--- src/rtl/ctrl_filtro_200_if.sv ---
// ctrl_filtro_200_if: handshake and datapath-control bundle of the filter sequencer.
// master: the sequencer (drives term select and strobes, receives start/clear).
// slave:  the surrounding receiver/datapath side.
interface ctrl_filtro_200_if #(
  parameter int unsigned SEL_W = 4
) ();

  logic             start;
  logic             clr_ovr;
  logic [SEL_W-1:0] sel;
  logic             rst_acum;
  logic             leer;
  logic             desp;
  logic             leer_y;
  logic             busy;
  logic             done;
  logic             overrun;

  modport master (
    input  start,
    input  clr_ovr,
    output sel,
    output rst_acum,
    output leer,
    output desp,
    output leer_y,
    output busy,
    output done,
    output overrun
  );

  modport slave (
    output start,
    output clr_ovr,
    input  sel,
    input  rst_acum,
    input  leer,
    input  desp,
    input  leer_y,
    input  busy,
    input  done,
    input  overrun
  );

endinterface

--- src/rtl/ctrl_filtro_200.sv ---
// ctrl_filtro_200: sequencer for a multiply-accumulate filter datapath.
// Per accepted start: clear accumulator, N_TERMS MAC cycles with sel = 0..N_TERMS-1,
// store result, shift state memory, load output register, pulse done.
// All outputs are registered (decoded from the next state), so start never reaches an
// output combinationally.
// Optional feature: define OVERRUN_DETECT_EN to enable the sticky overrun flag
// (set by start while busy, cleared by clr_ovr, set wins). Undefined: overrun tied to 0.
// Legal range: 1 <= N_TERMS <= 2**SEL_W.
module ctrl_filtro_200 #(
  parameter int unsigned N_TERMS = 6,
  parameter int unsigned SEL_W   = 4
) (
  input logic                clk,
  input logic                rst,
  ctrl_filtro_200_if.master  bus
);

  typedef enum logic [2:0] {
    StIdle,
    StClr,
    StMac,
    StStore,
    StShift,
    StOut,
    StDone
  } state_e;

  localparam logic [SEL_W-1:0] LastTerm = SEL_W'(N_TERMS - 1);

  state_e           state_q, state_d;
  logic [SEL_W-1:0] cnt_q, cnt_d;

  logic [SEL_W-1:0] sel_q, sel_d;
  logic             rst_acum_q, rst_acum_d;
  logic             leer_q, leer_d;
  logic             desp_q, desp_d;
  logic             leer_y_q, leer_y_d;
  logic             busy_q, busy_d;
  logic             done_q, done_d;

  // State and term counter register
  always_ff @(posedge clk) begin
    if (!rst) begin
      state_q <= StIdle;
      cnt_q   <= '0;
    end else begin
      state_q <= state_d;
      cnt_q   <= cnt_d;
    end
  end

  // Next-state and term counter; start is only looked at in idle
  always_comb begin
    state_d = state_q;
    cnt_d   = cnt_q;
    unique case (state_q)
      StIdle: begin
        cnt_d = '0;
        if (bus.start) begin
          state_d = StClr;
        end
      end
      StClr: begin
        cnt_d   = '0;
        state_d = StMac;
      end
      StMac: begin
        // >= rather than == so a corrupted counter can never run past the last term
        if (cnt_q >= LastTerm) begin
          cnt_d   = '0;
          state_d = StStore;
        end else begin
          cnt_d = cnt_q + 1'b1;
        end
      end
      StStore: state_d = StShift;
      StShift: state_d = StOut;
      StOut:   state_d = StDone;
      StDone:  state_d = StIdle;
      default: begin
        cnt_d   = '0;
        state_d = StIdle;
      end
    endcase
  end

  // Output decode from the next state so the registered outputs line up with the state
  always_comb begin
    sel_d      = '0;
    rst_acum_d = 1'b0;
    leer_d     = 1'b0;
    desp_d     = 1'b0;
    leer_y_d   = 1'b0;
    done_d     = 1'b0;
    busy_d     = (state_d != StIdle);
    unique case (state_d)
      StClr:   rst_acum_d = 1'b1;
      StMac:   sel_d      = cnt_d;
      StStore: leer_d     = 1'b1;
      StShift: desp_d     = 1'b1;
      StOut:   leer_y_d   = 1'b1;
      StDone:  done_d     = 1'b1;
      default: ;
    endcase
  end

  // Output register
  always_ff @(posedge clk) begin
    if (!rst) begin
      sel_q      <= '0;
      rst_acum_q <= 1'b0;
      leer_q     <= 1'b0;
      desp_q     <= 1'b0;
      leer_y_q   <= 1'b0;
      busy_q     <= 1'b0;
      done_q     <= 1'b0;
    end else begin
      sel_q      <= sel_d;
      rst_acum_q <= rst_acum_d;
      leer_q     <= leer_d;
      desp_q     <= desp_d;
      leer_y_q   <= leer_y_d;
      busy_q     <= busy_d;
      done_q     <= done_d;
    end
  end

  assign bus.sel      = sel_q;
  assign bus.rst_acum = rst_acum_q;
  assign bus.leer     = leer_q;
  assign bus.desp     = desp_q;
  assign bus.leer_y   = leer_y_q;
  assign bus.busy     = busy_q;
  assign bus.done     = done_q;

`ifdef OVERRUN_DETECT_EN
  logic overrun_q, overrun_d;

  // Sticky overrun: a start seen while busy sets it, set wins over a same-cycle clear
  always_comb begin
    overrun_d = overrun_q;
    if (bus.start && busy_q) begin
      overrun_d = 1'b1;
    end else if (bus.clr_ovr) begin
      overrun_d = 1'b0;
    end
  end

  // Overrun flag register
  always_ff @(posedge clk) begin
    if (!rst) begin
      overrun_q <= 1'b0;
    end else begin
      overrun_q <= overrun_d;
    end
  end

  assign bus.overrun = overrun_q;
`else
  logic unused_clr_ovr;
  assign unused_clr_ovr = bus.clr_ovr;
  assign bus.overrun    = 1'b0;
`endif

`ifndef SYNTHESIS
  // Datapath strobes are mutually exclusive
  strobes_onehot0: assert property (@(posedge clk) disable iff (!rst)
    $onehot0({rst_acum_q, leer_q, desp_q, leer_y_q, done_q}));

  // Term select never exceeds the last term
  sel_in_range: assert property (@(posedge clk) disable iff (!rst)
    sel_q <= LastTerm);

  // Select is parked at zero while idle
  sel_zero_idle: assert property (@(posedge clk) disable iff (!rst)
    !busy_q |-> sel_q == '0);
`endif

endmodule

--- src/flat_wrapper.sv ---
// flat-port wrapper written by rule: the top's interface ports become plain ports
module ctrl_filtro_200_flat 
#(
  parameter int unsigned N_TERMS = 6,
  parameter int unsigned SEL_W   = 4
)
  (clk, rst, bus_start, bus_clr_ovr, bus_sel, bus_rst_acum, bus_leer, bus_desp, bus_leer_y, bus_busy, bus_done, bus_overrun);
  ctrl_filtro_200_if #(.SEL_W(SEL_W)) bus_i ();
  input logic clk;
  input logic rst;
  input wire logic [$bits(bus_i.start)-1:0] bus_start;
  input wire logic [$bits(bus_i.clr_ovr)-1:0] bus_clr_ovr;
  output wire logic [$bits(bus_i.sel)-1:0] bus_sel;
  output wire logic [$bits(bus_i.rst_acum)-1:0] bus_rst_acum;
  output wire logic [$bits(bus_i.leer)-1:0] bus_leer;
  output wire logic [$bits(bus_i.desp)-1:0] bus_desp;
  output wire logic [$bits(bus_i.leer_y)-1:0] bus_leer_y;
  output wire logic [$bits(bus_i.busy)-1:0] bus_busy;
  output wire logic [$bits(bus_i.done)-1:0] bus_done;
  output wire logic [$bits(bus_i.overrun)-1:0] bus_overrun;
  assign bus_i.start = bus_start;
  assign bus_i.clr_ovr = bus_clr_ovr;
  assign bus_sel = bus_i.sel;
  assign bus_rst_acum = bus_i.rst_acum;
  assign bus_leer = bus_i.leer;
  assign bus_desp = bus_i.desp;
  assign bus_leer_y = bus_i.leer_y;
  assign bus_busy = bus_i.busy;
  assign bus_done = bus_i.done;
  assign bus_overrun = bus_i.overrun;
  ctrl_filtro_200 #(.N_TERMS(N_TERMS), .SEL_W(SEL_W)) u_core (.clk(clk), .rst(rst), .bus(bus_i));
endmodule
--- config.mk ---
export PLATFORM = sky130hd
export DESIGN_NAME = ctrl_filtro_200_flat
export DESIGN_NICKNAME = d
export VERILOG_FILES = /design/src/rtl/ctrl_filtro_200_if.sv /design/src/rtl/ctrl_filtro_200.sv /design/src/flat_wrapper.sv
export SDC_FILE = /design/constraint.sdc
export NUM_CORES = 1
export LEC_CHECK = 0
export ABC_AREA = 1
export BUFFER_PORTS_ARGS = -buffer_cell sky130_fd_sc_hd__buf_2
export CAP_MARGIN = 20
export CORE_MARGIN = 3
export CORE_UTILIZATION = 54
export DETAILED_ROUTE_END_ITERATION = 8
export GPL_TIMING_DRIVEN = 0
export PLACE_DENSITY = 0.81
export SLEW_MARGIN = 20
export SYNTH_ARGS = -nofsm -noshare
export SYNTH_HDL_FRONTEND = slang
export SYNTH_SLANG_ARGS = --single-unit
--- constraint.sdc ---
create_clock -name clk -period 3.3 [get_ports clk]
set_input_delay 0.495 -clock clk [delete_from_list [all_inputs] [get_ports clk]]
set_output_delay 0.495 -clock clk [all_outputs]
set_load 0.02 [all_outputs]
======== Word level (Yosys, flattened, before mapping) ========
Cells that the tools add are included.
word-level totals
  flip-flop bits (word level) ............. 17
  bits of input ports ..................... 4
  output and inout port bits .............. 11
  logic and storage cells ................. 37
operators by class
  add/sub/neg operators ................... 1
  magnitude comparators ................... 1
  eq/ne operators ......................... 12
  mux-type cells .......................... 10
  reduce and logical (&&, ||, !) cells .... 4
operators by type and width
  kind                                                  number
  == test 3 bit (second input constant)                 6
  case mux 3 bit (6 select lines)                       1
  == test 3 x 2 -> 1 bit (second input constant)        4
  case mux 4 bit (2 select lines)                       1
  == test 3 x 1 -> 1 bit (second input constant)        2
  two-way mux 3 bit                                     2
  two-way mux 1 bit                                     5
  adder 4 x 1 -> 4 bit (second input constant)          1
  >= comparator 4 x 3 -> 1 bit (second input constant)  1
  two-way mux 4 bit                                     1
  OR reduction 4 bit                                    1
  logical NOT 3 bit                                     1
  nonzero test 3 bit                                    1
  AND reduction 2 bit                                   1

======== Depth between registers and ports, before layout ========
  depth in word-level cells ............... 5
  mapped depth ............................ 9
  depth with buffers taken out ............ 9

======== Worst setup path before layout ========
OpenSTA, ideal clock, no wires.
  path type ............................... register to register
  from .................................... register u_core.cnt_q[1]
  to ...................................... register u_core.sel_q[2] (netlist: u_core.bus.sel[2])
  library setup time ...................... 0.062 ns
  arrival ................................. 1.164 ns
  data required time ...................... 3.238 ns
  path slack .............................. 2.074 ns
  cell stages (with the launch flop) ...... 10
  clock period less this slack ............ 1.226 ns
  cells stage by stage .................... dfxtp_1 > inv_1 > ha_1 > inv_1 > nand2_1 > nand2_1 > nand2_1 > a21oi_4 > nand2_2 > nor2_2
between the ends
  word-level cells in the longest chain between the ends .. 5
  elaborated cells between the ends (all ways) .. 8
  those cells by class .................... add/sub (1); order compare (1); eq/ne (1); mux (4); reduce/logical (1)
RTL lines
  item                             RTL line                source
  from (decl)                      ctrl_filtro_200.sv:31   logic [SEL_W-1:0] cnt_q, cnt_d;
  from (signal assigned)           ctrl_filtro_200.sv:48   cnt_q <= cnt_d;
  >= comparator 4 x 3 -> 1 bit     ctrl_filtro_200.sv:69   if (cnt_q >= LastTerm) begin
  two-way mux 3 bit                ctrl_filtro_200.sv:69
  case mux 3 bit (6 select lines)  ctrl_filtro_200.sv:56   unique case (state_q)
  == test 3 x 2 -> 1 bit           ctrl_filtro_200.sv:96   unique case (state_d)
  AND reduction 2 bit (no line)    --
  to (signal assigned)             ctrl_filtro_200.sv:118  sel_q <= sel_d;
  to (decl)                        ctrl_filtro_200.sv:33   logic [SEL_W-1:0] sel_q, sel_d;
Several ways; a longest one is shown, not always the timed one.
A chain may end at the register's enable or synchronous reset.

======== Final worst setup path ========
  from .................................... register u_core.cnt_q[1]
  to ...................................... register u_core.sel_q[0] (netlist: u_core.bus.sel[0])
between the ends
  word-level cells in the longest chain between the ends .. 5
  elaborated cells between the ends (all ways) .. 7
  those cells by class .................... order compare (1); eq/ne (1); mux (4); reduce/logical (1)
RTL lines
  item                             RTL line
  >= comparator 4 x 3 -> 1 bit *   ctrl_filtro_200.sv:69
  two-way mux 3 bit                ctrl_filtro_200.sv:69
  case mux 3 bit (6 select lines)  ctrl_filtro_200.sv:56
  == test 3 x 2 -> 1 bit           ctrl_filtro_200.sv:96
  AND reduction 2 bit (no line)    --
Every way passes the cells marked *; elsewhere a longest branch is shown, timed or not.

==> results.yml <==
power:
  p_leak_nw: 0.371
  power_density_mw_per_mm2: 467
  ir_worst_vdd_mv: 0.345
worst_setup_path:
  max_stage_delay_ns: 0.39
  slowest_stage: "dfxtp_1"
  crit_path_start: "u_core.cnt_q[1]"
  r2r-start: "u_core.cnt_q[1]"
  cp-end-kind: "flop"
  crit_path_frequent_cell: "nand2_1"
  cp_top_family: "simple AND/OR/NAND/NOR gates"
  crit_buf_inv: 2
  crit_arrival_ns: 1.66
  critical_path_required_ns: 3.53
  path_class: "reg2reg"
  start_kind: "flop"
  crit_chain: "inv_1, ha_1, inv_1, nand2_1, nand2_1, nand2_1, a21oi_4, nand2_2, nor2_1"
  cp_max_fo: 4
die:
  initial_utilization: 0.608
  rows: 12
  dieHeight_um: 42.3
  core_region_area_mm2: 0.00117
  die_area_mm2: 0.00179
  dieWidth_um: 42.3
  ioPinCount: 15
logic_synthesis:
  synth_cells: 87
  ys_seq_area_frac: 0.478
  yosys_warnings: 0
  synth_common_cells: "nor2_1, dfxtp_1, inv_1"
  ys_ff_latch: 17
  yosys.area.top_type: "dfxtp_1"
  syn_area_per_cell_um2: 8.18
  synth.most_common_cell: "nor2_1"
  synth_area_leaders: "dfxtp_1, nor2_1, ha_1"
  synth_area_um2: 712
  synth_top_area_frac: 0.478
  ys.flop_type: "dfxtp_1"
  syn_nets: 94
  synth-edff-count: 0
  synth_cell_types: 23
  synthArstFlopShare: 0
cts:
  cts-resized-gates: 0
  cts_tree: "built"
  cts_setup_buffers: 0
  clockBufferDepth: 2
  cts.root.buffer_cell: "clkbuf_4"
  cts_buffers: 3
  clkTransAtPathRegs_ns: 0.10
  holdBufCountCts: 0
  htree_levels: 1
  clock_latency_ns: 0.29
  cts_sinks: 17
cells_and_area:
  drive_above_1_share: 0.282
  area_growth_pct: 14.8
  nets: 111
  antenna_cells: 0
  final_core_util: 0.698
worst_hold_path:
  min_path_type: "in2reg"
  worstHoldStart: "rst"
sta:
  fin_ws_ns: 1.87
  slew_viol_final: 0
  rsz0062_at_grt: "false"
  hold_violations: 0
  finalSetupTns_ns: 0
  fin_crit_ns: 1.43
  post-route-period-util: 0.433
  clock.fmax_mhz: 700
  skew_ns: 0.00202
  setup-violations-final: 0
global_routing:
  antenna_found_initial: 0
  grt_pass1_vias: 511
  grt_overflow: 0
  grt_use_total: 0.162
  grt_max_degree: 11
  grt_pass1_wl_mm: 2.17
placement:
  dp_hpwl_um: 986
  globalplace.congestion: 0.706
  portBuffers: 12
  preCtsSetupSlack_ns: 1.90
run_status:
  status: "completed"
detailed_routing:
  drc: 0
  drt_iter0_markers: 10
  postRouteAntennaNets: 0
  wirelength_mm: 1.26
  via_per_inst: 4.74
  wire_per_inst_um: 10.8
  firstDrtPassIters: 3
  vias: 554
flow_run:
  cap_violations: 0
power breakdown:
part           total [mW]  internal (mW)  switching [mW]
Clock               0.110         0.0452          0.0652
Combinational      0.0518         0.0173          0.0345
Sequential          0.219          0.213         0.00617
Total               0.381          0.275           0.106
through the flow:
stage	power [mW]	hold slack (ns)	instances	area (um2)
after global placement	0.274	0.499	113	790
final	0.381	0.464	117	817
after detailed placement	0.276	0.519	113	790
after floorplan	0.262	0.480	87	712
after global routing	0.401	0.448	117	817
after CTS	0.383	0.459	117	817
final timing paths:
kind	endpoint	slack, ns	cells past startpoint
max	u_core.bus.sel[0]	1.87	9
min reg2reg	u_core.bus.done	0.53	2
min	u_core.bus.rst_acum	0.46	3
max reg2reg	u_core.bus.sel[0]	1.87	9
flip-flops by register name, summed over array words and instances, names as in the netlist:
register and cells:
u_core.bus.sel 4, u_core.cnt_q 4, u_core.state_q 3, u_core.bus.busy 1, u_core.bus.desp 1, u_core.bus.done 1, u_core.bus.leer 1, u_core.bus.leer_y 1
u_core.bus.rst_acum 1
kinds of logic after synthesis:
logic type,synth area share
AND/OR/NAND/NOR,0.309
flip-flops,0.478
buffers and inverters,0.0738
AO/OA/AOI/OAI,0.0685
adder cells (fa/ha/maj),0.0527
XOR/XNOR,0.0123
other,0.00527
routing by layer:
layer | GRT usage | part of all wire
met1 | 0.186 | 0.46
met2 | 0.261 | 0.48
met3 | 0.0515 | 0.041
met4 | 0.0932 | 0.020
met5 | 0 | 0
placed cells by master (no fill, tap or decap), drive strengths merged:
| cell | Yosys | layout |
|---|---|---|
| nor2 | 22 | 22 |
| dfxtp | 17 | 17 |
| buf | 1 | 13 |
| nand2 | 13 | 13 |
| inv | 11 | 11 |
| nand3 | 6 | 6 |
| a21oi | 4 | 4 |
| clkbuf | 1 | 4 |
| nor3 | 3 | 3 |
| ha | 3 | 3 |
| o21ai | 2 | 2 |
| nor4 | 1 | 1 |
| a21boi | 1 | 1 |
| xnor2 | 1 | 1 |
| conb | 1 | 1 |
| clkinv | 0 | 1 |
worst register-to-register path, delay by kind of cell (launching register included):
| family | cells | cell delay [ns] |
|---|---|---|
| buf+inv | 2 | 0.15 |
| fa+ha+maj | 1 | 0.18 |
| simple gates | 5 | 0.49 |
| compound gates | 1 | 0.18 |
| flops | 1 | 0.39 |
area by class of cell:
class,count,area [um2]
Buffer,2,11.3
Clock buffer,3,22.5
Clock inverter,1,5.00
Fill cell,92,354
Inverter,11,41.3
Multi-Input combinational cell,57,319
Sequential cell,17,340
Tap cell,14,17.5
Timing Repair Buffer,12,60.1
Note: power is estimated with default switching activity, not from simulation.
